<file path="config.mk">
export PLATFORM = sky130hd
export DESIGN_NAME = tinyalu_arbiter
export DESIGN_NICKNAME = d
export VERILOG_FILES = /design/src/rtl/tinyalu_pkg.sv /design/src/rtl/tinyalu_rr_arbiter.sv /design/src/rtl/tinyalu_arbiter.sv
export SDC_FILE = /design/constraint.sdc
export NUM_CORES = 1
export LEC_CHECK = 0
export CORE_MARGIN = 3
export CORE_UTILIZATION = 39
export DETAILED_ROUTE_END_ITERATION = 8
export PLACE_DENSITY = 0.8
export RECOVER_POWER = 100
export SLEW_MARGIN = 20
export SYNTH_ARGS = -nofsm -noshare
export SYNTH_HDL_FRONTEND = slang
export SYNTH_SLANG_ARGS = --single-unit
</file>
<file path="constraint.sdc">
create_clock -name clk -period 7.1 [get_ports clk]
set_clock_uncertainty 0.1 [all_clocks]
set_input_delay 1.065 -clock clk [delete_from_list [all_inputs] [get_ports clk]]
set_output_delay 1.065 -clock clk [all_outputs]
set_load 0.03 [all_outputs]
</file>
<file path="src/rtl/tinyalu_pkg.sv">
// Shared TinyALU types: opcode encoding, arbiter FSM states and opcode helper.
package tinyalu_pkg;

  localparam int unsigned DATA_W = 8;
  localparam int unsigned RES_W  = 16;
  localparam int unsigned OP_W   = 3;

  typedef enum logic [2:0] {
    no_op  = 3'b000,
    add_op = 3'b001,
    and_op = 3'b010,
    xor_op = 3'b011,
    mul_op = 3'b100,
    rst_op = 3'b111
  } operation_t;

  typedef enum logic [1:0] {
    ARB_IDLE = 2'd0,
    ARB_BUSY = 2'd1,
    ARB_RESP = 2'd2
  } arb_state_t;

  // True for opcodes that need the ALU datapath.
  function automatic logic is_alu_op(input logic [OP_W-1:0] op);
    logic r;
    r = 1'b0;
    case (op)
      add_op, and_op, xor_op, mul_op: r = 1'b1;
      default:                        r = 1'b0;
    endcase
    return r;
  endfunction

endpackage

</file>
<file path="src/rtl/tinyalu_rr_arbiter.sv">
// Combinational round-robin pick: first valid requester at or after i_ptr.
module tinyalu_rr_arbiter #(
  parameter int unsigned NREQ = 4
) (
  input  logic [NREQ-1:0]         i_valid,
  input  logic [$clog2(NREQ)-1:0] i_ptr,
  output logic [NREQ-1:0]         o_gnt,
  output logic [$clog2(NREQ)-1:0] o_idx,
  output logic                    o_any
);

  localparam int unsigned IW = $clog2(NREQ);

  // Scan NREQ positions starting at the pointer, wrapping once.
  always_comb begin
    int unsigned j;
    o_gnt = '0;
    o_idx = '0;
    o_any = 1'b0;
    j     = 0;
    for (int unsigned k = 0; k < NREQ; k++) begin
      j = 32'(i_ptr) + k;
      if (j >= NREQ) j = j - NREQ;
      for (int unsigned i = 0; i < NREQ; i++) begin
        if (!o_any && (j == i) && i_valid[i]) begin
          o_any    = 1'b1;
          o_gnt[i] = 1'b1;
          o_idx    = IW'(i);
        end
      end
    end
  end

endmodule

</file>
<file path="src/rtl/tinyalu_arbiter.sv">
// Round-robin sequencer sharing one TinyALU between NREQ requesters.
// Optional feature macro: TINYALU_ARB_TIMEOUT_EN (abort BUSY after TIMEOUT cycles).
module tinyalu_arbiter
  import tinyalu_pkg::*;
#(
  parameter int unsigned NREQ    = 4,
  parameter int unsigned TIMEOUT = 16
) (
  input  logic                   clk,
  input  logic                   reset_n,
  input  logic [NREQ-1:0]        req_valid,
  output logic [NREQ-1:0]        req_ready,
  input  logic [NREQ*DATA_W-1:0] req_A,
  input  logic [NREQ*DATA_W-1:0] req_B,
  input  logic [NREQ*OP_W-1:0]   req_op,
  output logic [NREQ-1:0]        rsp_valid,
  output logic [RES_W-1:0]       rsp_result,
  output logic                   rsp_err,
  output logic [DATA_W-1:0]      alu_A,
  output logic [DATA_W-1:0]      alu_B,
  output logic [OP_W-1:0]        alu_op,
  output logic                   alu_start,
  input  logic                   alu_done,
  input  logic [RES_W-1:0]       alu_result
);

  localparam int unsigned IW = $clog2(NREQ);

  arb_state_t        r_state, w_state_nxt;
  logic [IW-1:0]     r_ptr, w_ptr_nxt;
  logic [IW-1:0]     r_idx, w_idx_nxt;
  logic [DATA_W-1:0] r_alu_a, w_alu_a_nxt;
  logic [DATA_W-1:0] r_alu_b, w_alu_b_nxt;
  logic [OP_W-1:0]   r_alu_op, w_alu_op_nxt;
  logic              r_alu_start, w_start_nxt;
  logic [NREQ-1:0]   r_rsp_valid, w_rsp_valid_nxt;
  logic [RES_W-1:0]  r_rsp_result, w_result_nxt;
  logic              r_rsp_err, w_err_nxt;

  logic [NREQ-1:0]   w_gnt;
  logic [IW-1:0]     w_gidx;
  logic              w_any;
  logic [DATA_W-1:0] w_sel_a, w_sel_b;
  logic [OP_W-1:0]   w_sel_op;
  logic [NREQ-1:0]   w_idx_onehot;

`ifdef TINYALU_ARB_TIMEOUT_EN
  localparam int unsigned CW = $clog2(TIMEOUT + 1);
  logic [CW-1:0] r_cnt, w_cnt_nxt;
`else
  // TIMEOUT only matters when the abort counter is built.
  if (TIMEOUT == 0) begin : g_timeout_unused
  end
`endif

  tinyalu_rr_arbiter #(.NREQ(NREQ)) u_rr (
    .i_valid (req_valid),
    .i_ptr   (r_ptr),
    .o_gnt   (w_gnt),
    .o_idx   (w_gidx),
    .o_any   (w_any)
  );

  assign w_idx_onehot = NREQ'(1) << r_idx;

  // Select the granted requester's operands and opcode.
  always_comb begin
    w_sel_a  = '0;
    w_sel_b  = '0;
    w_sel_op = '0;
    for (int unsigned i = 0; i < NREQ; i++) begin
      if (w_gidx == IW'(i)) begin
        w_sel_a  = req_A[i*DATA_W +: DATA_W];
        w_sel_b  = req_B[i*DATA_W +: DATA_W];
        w_sel_op = req_op[i*OP_W +: OP_W];
      end
    end
  end

  // Next-state and next-output logic for IDLE/BUSY/RESP.
  always_comb begin
    w_state_nxt     = r_state;
    w_ptr_nxt       = r_ptr;
    w_idx_nxt       = r_idx;
    w_alu_a_nxt     = r_alu_a;
    w_alu_b_nxt     = r_alu_b;
    w_alu_op_nxt    = r_alu_op;
    w_start_nxt     = r_alu_start;
    w_rsp_valid_nxt = '0;
    w_result_nxt    = r_rsp_result;
    w_err_nxt       = r_rsp_err;
`ifdef TINYALU_ARB_TIMEOUT_EN
    w_cnt_nxt       = r_cnt;
`endif
    req_ready       = '0;
    case (r_state)
      ARB_IDLE: begin
        if (w_any) begin
          req_ready = reset_n ? w_gnt : '0;
          w_idx_nxt = w_gidx;
          w_ptr_nxt = (w_gidx == IW'(NREQ - 1)) ? '0 : w_gidx + IW'(1);
          if (is_alu_op(w_sel_op)) begin
            w_alu_a_nxt  = w_sel_a;
            w_alu_b_nxt  = w_sel_b;
            w_alu_op_nxt = w_sel_op;
            w_start_nxt  = 1'b1;
            w_state_nxt  = ARB_BUSY;
`ifdef TINYALU_ARB_TIMEOUT_EN
            w_cnt_nxt    = '0;
`endif
          end else begin
            // no_op completes cleanly; rst_op and unused codes report an error.
            w_state_nxt     = ARB_RESP;
            w_rsp_valid_nxt = w_gnt;
            w_result_nxt    = '0;
            w_err_nxt       = (w_sel_op != no_op);
          end
        end
      end
      ARB_BUSY: begin
        if (alu_done) begin
          w_start_nxt     = 1'b0;
          w_state_nxt     = ARB_RESP;
          w_rsp_valid_nxt = w_idx_onehot;
          w_result_nxt    = alu_result;
          w_err_nxt       = 1'b0;
        end
`ifdef TINYALU_ARB_TIMEOUT_EN
        else if (r_cnt == CW'(TIMEOUT - 1)) begin
          w_start_nxt     = 1'b0;
          w_state_nxt     = ARB_RESP;
          w_rsp_valid_nxt = w_idx_onehot;
          w_result_nxt    = '0;
          w_err_nxt       = 1'b1;
        end else begin
          w_cnt_nxt = r_cnt + CW'(1);
        end
`endif
      end
      ARB_RESP: w_state_nxt = ARB_IDLE;
      default:  w_state_nxt = ARB_IDLE;
    endcase
  end

  // State and output registers with synchronous active-low reset.
  always_ff @(posedge clk) begin
    if (!reset_n) begin
      r_state      <= ARB_IDLE;
      r_ptr        <= '0;
      r_idx        <= '0;
      r_alu_a      <= '0;
      r_alu_b      <= '0;
      r_alu_op     <= '0;
      r_alu_start  <= 1'b0;
      r_rsp_valid  <= '0;
      r_rsp_result <= '0;
      r_rsp_err    <= 1'b0;
`ifdef TINYALU_ARB_TIMEOUT_EN
      r_cnt        <= '0;
`endif
    end else begin
      r_state      <= w_state_nxt;
      r_ptr        <= w_ptr_nxt;
      r_idx        <= w_idx_nxt;
      r_alu_a      <= w_alu_a_nxt;
      r_alu_b      <= w_alu_b_nxt;
      r_alu_op     <= w_alu_op_nxt;
      r_alu_start  <= w_start_nxt;
      r_rsp_valid  <= w_rsp_valid_nxt;
      r_rsp_result <= w_result_nxt;
      r_rsp_err    <= w_err_nxt;
`ifdef TINYALU_ARB_TIMEOUT_EN
      r_cnt        <= w_cnt_nxt;
`endif
    end
  end

  assign alu_A      = r_alu_a;
  assign alu_B      = r_alu_b;
  assign alu_op     = r_alu_op;
  assign alu_start  = r_alu_start;
  assign rsp_valid  = r_rsp_valid;
  assign rsp_result = r_rsp_result;
  assign rsp_err    = r_rsp_err;

endmodule
</file>
==> flow_summary.yaml, run 1 <==
worst_setup_path:
  startpoint_type: "input port"
  worst_ep_required_time_ps: 7190
  rr_worst_depth: 11
  worstSetupPathType: "in2reg"
  crit_path_end_kind: "flop"
  worstPathArrival_ps: 5520
  cp_max_fo: 39
cells_and_area:
  drive_above_1_share_pct: 4.23
  multi_input_area_sq_um: 1500
  finalInstanceArea_sq_um: 4140
  fill_cells: 578
  final_core_util_pct: 63.4
  nets: 551
  area_growth_pct: 54.1
  antennaDiodeCount: 0
  regArea_sq_um: 941
logic_synthesis:
  synth_ff_type: "dfxtp_1"
  async_reset_ff_share_pct: 0
  avgSynthCellArea_sq_um: 8.38
  seq_area_frac_synth_pct: 35.0
  ys_ff_latch: 47
  synth_edf_count: 0
  synth_area_leaders: "dfxtp_1, a21oi_1, a22o_1"
  yosys_warnings: 0
  syn_area_sq_um: 2690
  synth_cell_types: 44
  yosysTopAreaCellShare_pct: 35.0
  netlist_instances: 321
  synth_area_leader_cell: "dfxtp_1"
  syn_nets: 424
floorplanning:
  start_util_pct: 41.2
  ioPinCount: 144
  rows: 29
  die_w_microns: 89.0
  core_sq_um: 6530
  die_y_microns: 89.0
  die-area_sq_um: 7930
clock_tree:
  cts_tree: "done"
  cts_sinks: 47
  worstSkewPairLatency_ps: 290
  cts-root-buf: "clkbuf_8"
  htreeDepth: 2
  cts_resized: 0
  cts_max_path_buffers: 2
  cts_buffers: 5
  clk_pin_slew_worst_paths_ps: 80
  hold_buffers: 0
  post_cts_buffers: 0
drt:
  drt_iter0_markers: 162
  drt-vias-per-instance: 5.58
  drc_errors: 0
  wl_per_cell_microns: 16.7
  wl_microns: 8790
  dr_total_vias: 2936
  ant_nets: 0
  dr.pass1.iters: 4
grt:
  grt_pass1_vias: 2866
  grt_usage_pct: 21.2
  grt_overflow: 0
  grt_max_degree: 44
  antenna_found_initial: 0
  grt_pass1_wl_microns: 13400
sta:
  finalCriticalPeriod_ps: 5440
  maxSlewViolCount: 0
  max_slew_margin_pct: 4.41
  fmax_ghz: 0.184
  tightest_slew_ps: 1430
  timing.final.crit_share_pct: 76.6
  rsz0062_at_grt: "no"
  finalSetupViolations: 0
  setup_tns_ps: 0
  postLayoutSetupSlackWorst_ps: 1660
  finalHoldViolations: 0
power:
  ir_drop_mv: 0.262
  leakage_nw: 1.68
  p_per_area_nw_per_um2: 375
place:
  dp_hpwl_microns: 6600
  dpl-instance-area_sq_um: 4110
  port_buffers: 143
  place_ws_ps: 1560
  gp_congestion: 0.848
worst_hold_path:
  hp-class: "reg2reg"
  hold_depth: 2
run:
  cap_violations: 0
status:
  status: "finished, final reports clean"
## through the flow
step                total power, mW  hold slack (ps)  std cells
global placement               1.43              348        518
floorplan                      1.17              342        321
finish                         1.55              361        526
detailed placement             1.46              356        518
CTS                            1.62              370        526
global route                   1.67              391        526
## cell usage after synthesis, types with 4 or more instances
| cell | instances |
|---|---|
| dfxtp_1 | 47 |
| a21oi_1 | 40 |
| nand2_1 | 31 |
| o21ai_0 | 22 |
| inv_1 | 20 |
| a31oi_1 | 17 |
| a22o_1 | 16 |
| a22oi_1 | 16 |
| clkbuf_1 | 14 |
| nor2_1 | 13 |
| a211oi_1 | 12 |
| a211oi_2 | 11 |
| and2_1 | 4 |
| buf_2 | 4 |
| ha_1 | 4 |
## flip-flops by register name (all words and copies together), names as in the netlist, 2 cells and up
signal and count:
rsp_valid 4, r_state 2, alu_B 8, alu_A 8
r_idx 2, r_ptr 2, alu_op 3, rsp_result 16
## report_power, final
group          total (mW)  switching [mW]  internal [mW]  leakage (nW)
clock               0.156          0.0869         0.0689        0.0412
combinational        1.01           0.628          0.387          1.26
sequential          0.382          0.0462          0.336         0.385
## final timing paths
kind           startpoint           end  slack (ps)
max          req_valid[2]  rsp_valid[3]        1660
min               rsp_err       rsp_err         360
max reg2reg      r_ptr[1]  rsp_valid[3]        2540
min reg2reg       rsp_err       rsp_err         360
## cell type report
| class | count | share of cell area (%) |
|---|---|---|
| Clock buffer | 6 | 1.75 |
| Clock inverter | 2 | 0.302 |
| Inverter | 20 | 1.81 |
| Multi-Input combinational cell | 229 | 36.2 |
| Sequential cell | 47 | 22.7 |
| Tap cell | 77 | 2.33 |
| Timing Repair Buffer | 145 | 34.9 |
## layout by cell type (no fill, tap or decap), types with 12 or more instances in the layout
master / Yosys / final
a22oi_1: 16 / 16
clkdlybuf4s50_1: 0 / 97
nor2_1: 13 / 12
nand2_1: 31 / 31
dlygate4sd3_1: 0 / 46
a211oi_1: 12 / 20
o21ai_0: 22 / 22
a31oi_1: 17 / 17
a22o_1: 16 / 16
dfxtp_1: 47 / 47
a21oi_1: 40 / 40
inv_1: 20 / 20
## kinds of logic after synthesis
| kind of cell | after synthesis | share of synthesized area, % |
|---|---|---|
| compound gates | 156 | 41.9 |
| fa+ha+maj | 4 | 1.86 |
| buf+inv | 45 | 7.45 |
| flops | 47 | 35.0 |
| mux | 3 | 1.12 |
| simple gates | 66 | 12.7 |
## metal layers
metal | track usage (%) | share of wire, % | up-vias
met4 | 2.57 | 0.63 | 0
li1 | - | - | 1451
met5 | 0 | 0 | -
met1 | 24.8 | 42 | 1383
met2 | 40.6 | 50 | 98
met3 | 4.33 | 7.2 | 4
## critical path: stages
cell and delay, ps:
dlygate4sd3_1 630, a21oi_1 160, o221ai_1 250, and2_0 280, inv_1 110, ha_1 920, nand3b_4 310, a221oi_1 120
o211ai_1 1140, nand2_1 250, a32o_1 270
No activity file was read; power rests on OpenSTA's default activity.
==> run 2: changes to the inputs <==
clock period = 5.1 ns   (was 7.1 ns; I/O delays follow)
==> flow_summary.yaml, run 2 (synthesis results as in run 1) <==
clock_tree:
  cts_buffers: 5
  clk_pin_slew_worst_paths_ps: 80
  cts_resized: 0
  worstSkewPairLatency_ps: 300
  cts_max_path_buffers: 2
  cts-root-buf: "clkbuf_8"
  post_cts_buffers: 0
  hold_buffers: 0
  cts_tree: "done"
  cts_sinks: 47
  htreeDepth: 2
cells_and_area:
  fill_cells: 581
  antennaDiodeCount: 0
  mostFrequentLayoutCell: "clkdlybuf4s50_1"
  regArea_sq_um: 941
  area_growth_pct: 54.8
  largest_reg_flops: 16
  final_cell_mix: "clkdlybuf4s50_1, dfxtp_1, dlygate4sd3_1, a21oi_1, nand2_1"
  nets: 555
  multi_input_area_sq_um: 1480
  final_core_util_pct: 63.7
  drive_above_1_share_pct: 4.64
worst_setup_path:
  worstSetupPathType: "in2reg"
  r2r_setup_slack_ps: 1270
  rr_startpoint: "r_ptr[1]"
  rr_endpoint: "rsp_result[11]"
  worstPathArrival_ps: 4590
  cp_top_family: "compound AO/OA/AOI/OAI gates"
  crit_path_end_kind: "flop"
  cp_slowest_cell: "o32ai_4"
  rr_worst_depth: 12
  cp_max_fo: 39
  crit_chain: "dlygate4sd3_1 > nor2_1 > o221ai_1 > and2_0 > inv_1 > ha_1 > buf_4 > nand3b_1 > a221oi_1 > a211oi_2 > o32ai_4 > a22o_1"
  worst_ep_required_time_ps: 5240
  critPathBufInv: 3
  critical-path-max-stage-delay_ps: 680
  startpoint_type: "input port"
drt:
  dr.pass1.iters: 5
  dr_total_vias: 2889
  drt-vias-per-instance: 5.45
  wl_microns: 8720
  drc_errors: 0
  wl_per_cell_microns: 16.4
  drt_iter0_markers: 162
  ant_nets: 0
floorplanning:
  ioPinCount: 144
  die_w_microns: 89.0
  rows: 29
  core_sq_um: 6530
  start_util_pct: 41.2
  die_y_microns: 89.0
  die-area_sq_um: 7930
place:
  dp_hpwl_microns: 6630
  gp_congestion: 0.887
  port_buffers: 143
  place_ws_ps: 566
sta:
  tightest_slew_ps: 832
  max_slew_margin_pct: 44.6
  postLayoutSetupSlackWorst_ps: 650
  fmax_ghz: 0.225
  finalSetupViolations: 0
  setup_tns_ps: 0
  holdWs_ps: 359
  timing.final.crit_share_pct: 87.3
  rsz0062_at_grt: "no"
  finalCriticalPeriod_ps: 4450
  finalHoldViolations: 0
  maxSlewViolCount: 0
grt:
  grt_usage_pct: 21.0
  grt_pass1_vias: 2824
  grt_pass1_wl_microns: 13200
  grt_overflow: 0
  grt_max_degree: 40
  antenna_found_initial: 0
power:
  swShare_pct: 48.3
  power_frac_seq_pct: 24.8
  p_per_area_nw_per_um2: 520
  ir_drop_mv: 0.383
  leakage_nw: 1.70
  p_sw_mw: 1.04
  p_total_mw: 2.16
  combPwrFrac_pct: 64.5
  power_frac_clock_pct: 10.7
  p_int_mw: 1.12
worst_hold_path:
  hp-class: "reg2reg"
  hold_path_end: "alu_op[0]"
  hold_depth: 2
  min-delay-start: "alu_op[0]"
status:
  status: "finished, final reports clean"
run:
  cap_violations: 0
run 2: cell types whose count changed in the layout (fill, tap and decap cells not counted), sizes merged:
cell / delta
buf: +3
clkbuf: +2
clkinvlp: -1
run 2: stage by stage:
stage               instance area, sq um  std cells
floorplan                           2690        321
global placement                    4140        522
detailed placement                  4140        522
CTS                                 4230        530
global route                        4160        530
finish                              4160        530
run 2: layer usage:
| layer | routed length, microns | GRT usage, % | up-vias |
|---|---|---|---|
| li1 | - | - | 1455 |
| met2 | 4370 | 39.7 | 106 |
| met5 | 0 | 0 | - |
| met4 | 68 | 2.84 | 0 |
| met1 | 3630 | 24.4 | 1321 |
| met3 | 641 | 4.98 | 7 |
run 2: tightest hold or removal path, cell delays in order (launching register included):
cell	delay (ps)
dfxtp_1	310
nand2_1	50
mux2i_1	50
run 2: area by class of cell:
class                   instances  share of cell area, %
multi-input cells             229                   35.6
repair buffers                149                   35.4
flip-flops and latches         47                   22.6
well taps                      77                   2.31
clock buffers                   7                   2.07
inverters                      20                   1.80
clock inverters                 1                  0.210
run 2: how the worst max path moves through the flow:
stage | depth (start not counted) | from | to
6_report | 12 | req_valid[2] | rsp_result[11]
5_1_grt | 12 | req_valid[2] | rsp_result[13]
4_1_cts | 6 | req_valid[2] | req_ready[1]
3_5_place_dp | 12 | req_valid[0] | rsp_result[9]
3_3_place_gp | 12 | req_valid[0] | rsp_result[1]
2_1_floorplan | 12 | req_valid[0] | rsp_result[10]
run 2: power by group through the flow:
stage	clock network [mW]	registers (mW)	logic, mW
floorplan	0	0.679	0.949
global placement	0	0.543	1.47
detailed placement	0	0.546	1.49
CTS	0.236	0.539	1.50
global route	0.248	0.550	1.53
finish	0.231	0.537	1.39
==> run 3: changes to the inputs <==
CELL_PAD_IN_SITES_DETAIL_PLACEMENT = 1   (was not set)
CELL_PAD_IN_SITES_GLOBAL_PLACEMENT = 1   (was not set)
CORE_UTILIZATION = 28   (was 39)
CTS_BUF_LIST = sky130_fd_sc_hd__clkbuf_8   (was not set)
PLACE_DENSITY = not set   (was 0.8)
PLACE_DENSITY_LB_ADDON = 0.1   (was not set)
TNS_END_PERCENT = 10   (was not set)
==> flow_summary.yaml, run 3 (synthesis results as in run 1) <==
drt:
  drc_errors: 0
  dr.pass1.iters: 4
  dr_total_vias: 2921
  ant_nets: 0
  wl_microns: 9620
  drt-vias-per-instance: 5.03
  drt_iter0_markers: 81
  wl_per_cell_microns: 16.5
grt:
  grt_usage_pct: 17.5
  grt_pass1_wl_microns: 16000
  grt_max_degree: 38
  grt_pass1_vias: 3107
  grt_overflow: 0
  antenna_found_initial: 0
worst_setup_path:
  critical-path-max-stage-delay_ps: 760
  r2r_setup_slack_ps: 1290
  startpoint_type: "input port"
  cp_max_fo: 24
  rr_worst_depth: 12
  cp_slowest_cell: "dlygate4sd3_1"
  worst_ep_required_time_ps: 4240
  worstPathArrival_ps: 3610
  path_depth: 6
  rr_endpoint: "rsp_valid[3]"
  critPathBufInv: 2
  rr_startpoint: "r_ptr[1]"
  worstSetupPathType: "in2out"
  cp-endpoint: "req_ready[3]"
  crit_chain: "dlygate4sd3_1 > or4_1 > and2_1 > nand2_1 > nor2_1 > dlygate4sd3_1"
  cp_top_family: "buffers and inverters"
  crit_path_end_kind: "output pin"
  crit_start: "req_valid[2]"
  crit_path_frequent_cell: "dlygate4sd3_1"
status:
  status: "finished, final reports clean"
clock_tree:
  post_cts_buffers: 0
  cts_resized: 0
  htreeDepth: 2
  worstSkewPairLatency_ps: 290
  cts_buffers: 5
  cts-root-buf: "clkbuf_8"
  cts_tree: "done"
  cts_max_path_buffers: 2
  clk_pin_slew_worst_paths_ps: 90
  hold_buffers: 0
  cts_sinks: 47
power:
  power_frac_clock_pct: 10.1
  swShare_pct: 49.3
  combPwrFrac_pct: 65.4
  power_frac_seq_pct: 24.4
  p_sw_mw: 1.08
  p_int_mw: 1.11
  ir_drop_mv: 0.179
  p_per_area_nw_per_um2: 518
  leakage_nw: 1.70
sta:
  fmax_ghz: 0.224
  tightest_slew_ps: 896
  finalHoldViolations: 0
  setup_tns_ps: 0
  max_slew_margin_pct: 40.3
  finalSetupViolations: 0
  postLayoutSetupSlackWorst_ps: 627
  timing.final.crit_share_pct: 87.7
  rsz0062_at_grt: "no"
  finalCriticalPeriod_ps: 4470
  maxSlewViolCount: 0
place:
  gp_congestion: 0.780
  place_ws_ps: 529
  port_buffers: 143
  dp_hpwl_microns: 7270
cells_and_area:
  drive_above_1_share_pct: 4.87
  mostFrequentLayoutCell: "clkdlybuf4s50_1"
  final_cell_mix: "clkdlybuf4s50_1, dfxtp_1, dlygate4sd3_1, a21oi_1, nand2_1"
  antennaDiodeCount: 0
  largest_reg_flops: 16
  final_core_util_pct: 45.5
  area_growth_pct: 57.1
  nets: 555
run:
  cap_violations: 0
floorplanning:
  start_util_pct: 29.0
  die_y_microns: 104
  rows: 35
  ioPinCount: 144
  die_w_microns: 104
  core_sq_um: 9280
  die-area_sq_um: 10800
worst_hold_path:
  hp-class: "reg2reg"
-- run 3: final cells by class --
type                       count  area [sq um]
fill                        1126          5060
multi-input combinational    229          1490
timing repair buffer         149          1480
sequential                    47           941
tap                          129           161
inverter                      20          75.1
clock buffer                   5          68.8
clock inverter                 2          13.8
-- run 3: how the worst min path moves through the flow --
stage / from / to / slack [ps] / cells after the start
finish: rsp_err / rsp_err / 360 / 2
CTS: rsp_err / rsp_err / 370 / 2
floorplan: r_idx[0] / rsp_valid[2] / 340 / 1
global route: rsp_err / rsp_err / 390 / 2
detailed placement: rsp_result[11] / rsp_result[11] / 360 / 1
global placement: rsp_result[6] / rsp_result[6] / 360 / 1
-- run 3: power groups by stage --
stage / registers, mW / logic (mW) / clock network (mW)
floorplan: 0.679 / 0.949 / 0
global placement: 0.548 / 1.49 / 0
detailed placement: 0.549 / 1.53 / 0
CTS: 0.540 / 1.54 / 0.230
global route: 0.549 / 1.58 / 0.247
finish: 0.535 / 1.43 / 0.222
-- run 3: tightest hold or removal path, stage by stage (launching register included) --
cell and delay, ps:
dfxtp_1 320, nand2_1 50, o22ai_1 50
-- run 3: per-stage QoR --
step / cells / power [mW] / instance area (sq um) / hold slack [ps]
finish: 581 / 2.19 / 4220 / 363
global placement: 574 / 2.04 / 4200 / 358
global route: 581 / 2.37 / 4220 / 388
detailed placement: 574 / 2.08 / 4200 / 358
CTS: 581 / 2.31 / 4290 / 370
floorplan: 321 / 1.63 / 2690 / 342
-- run 3: per-layer routing --
layer	vias to the layer above	GRT usage (%)	wire length (microns)
met5	-	0	0
met4	0	4.08	78
met3	4	4.41	563
met2	101	28.8	4430
met1	1360	23.0	4540
li1	1456	-	-
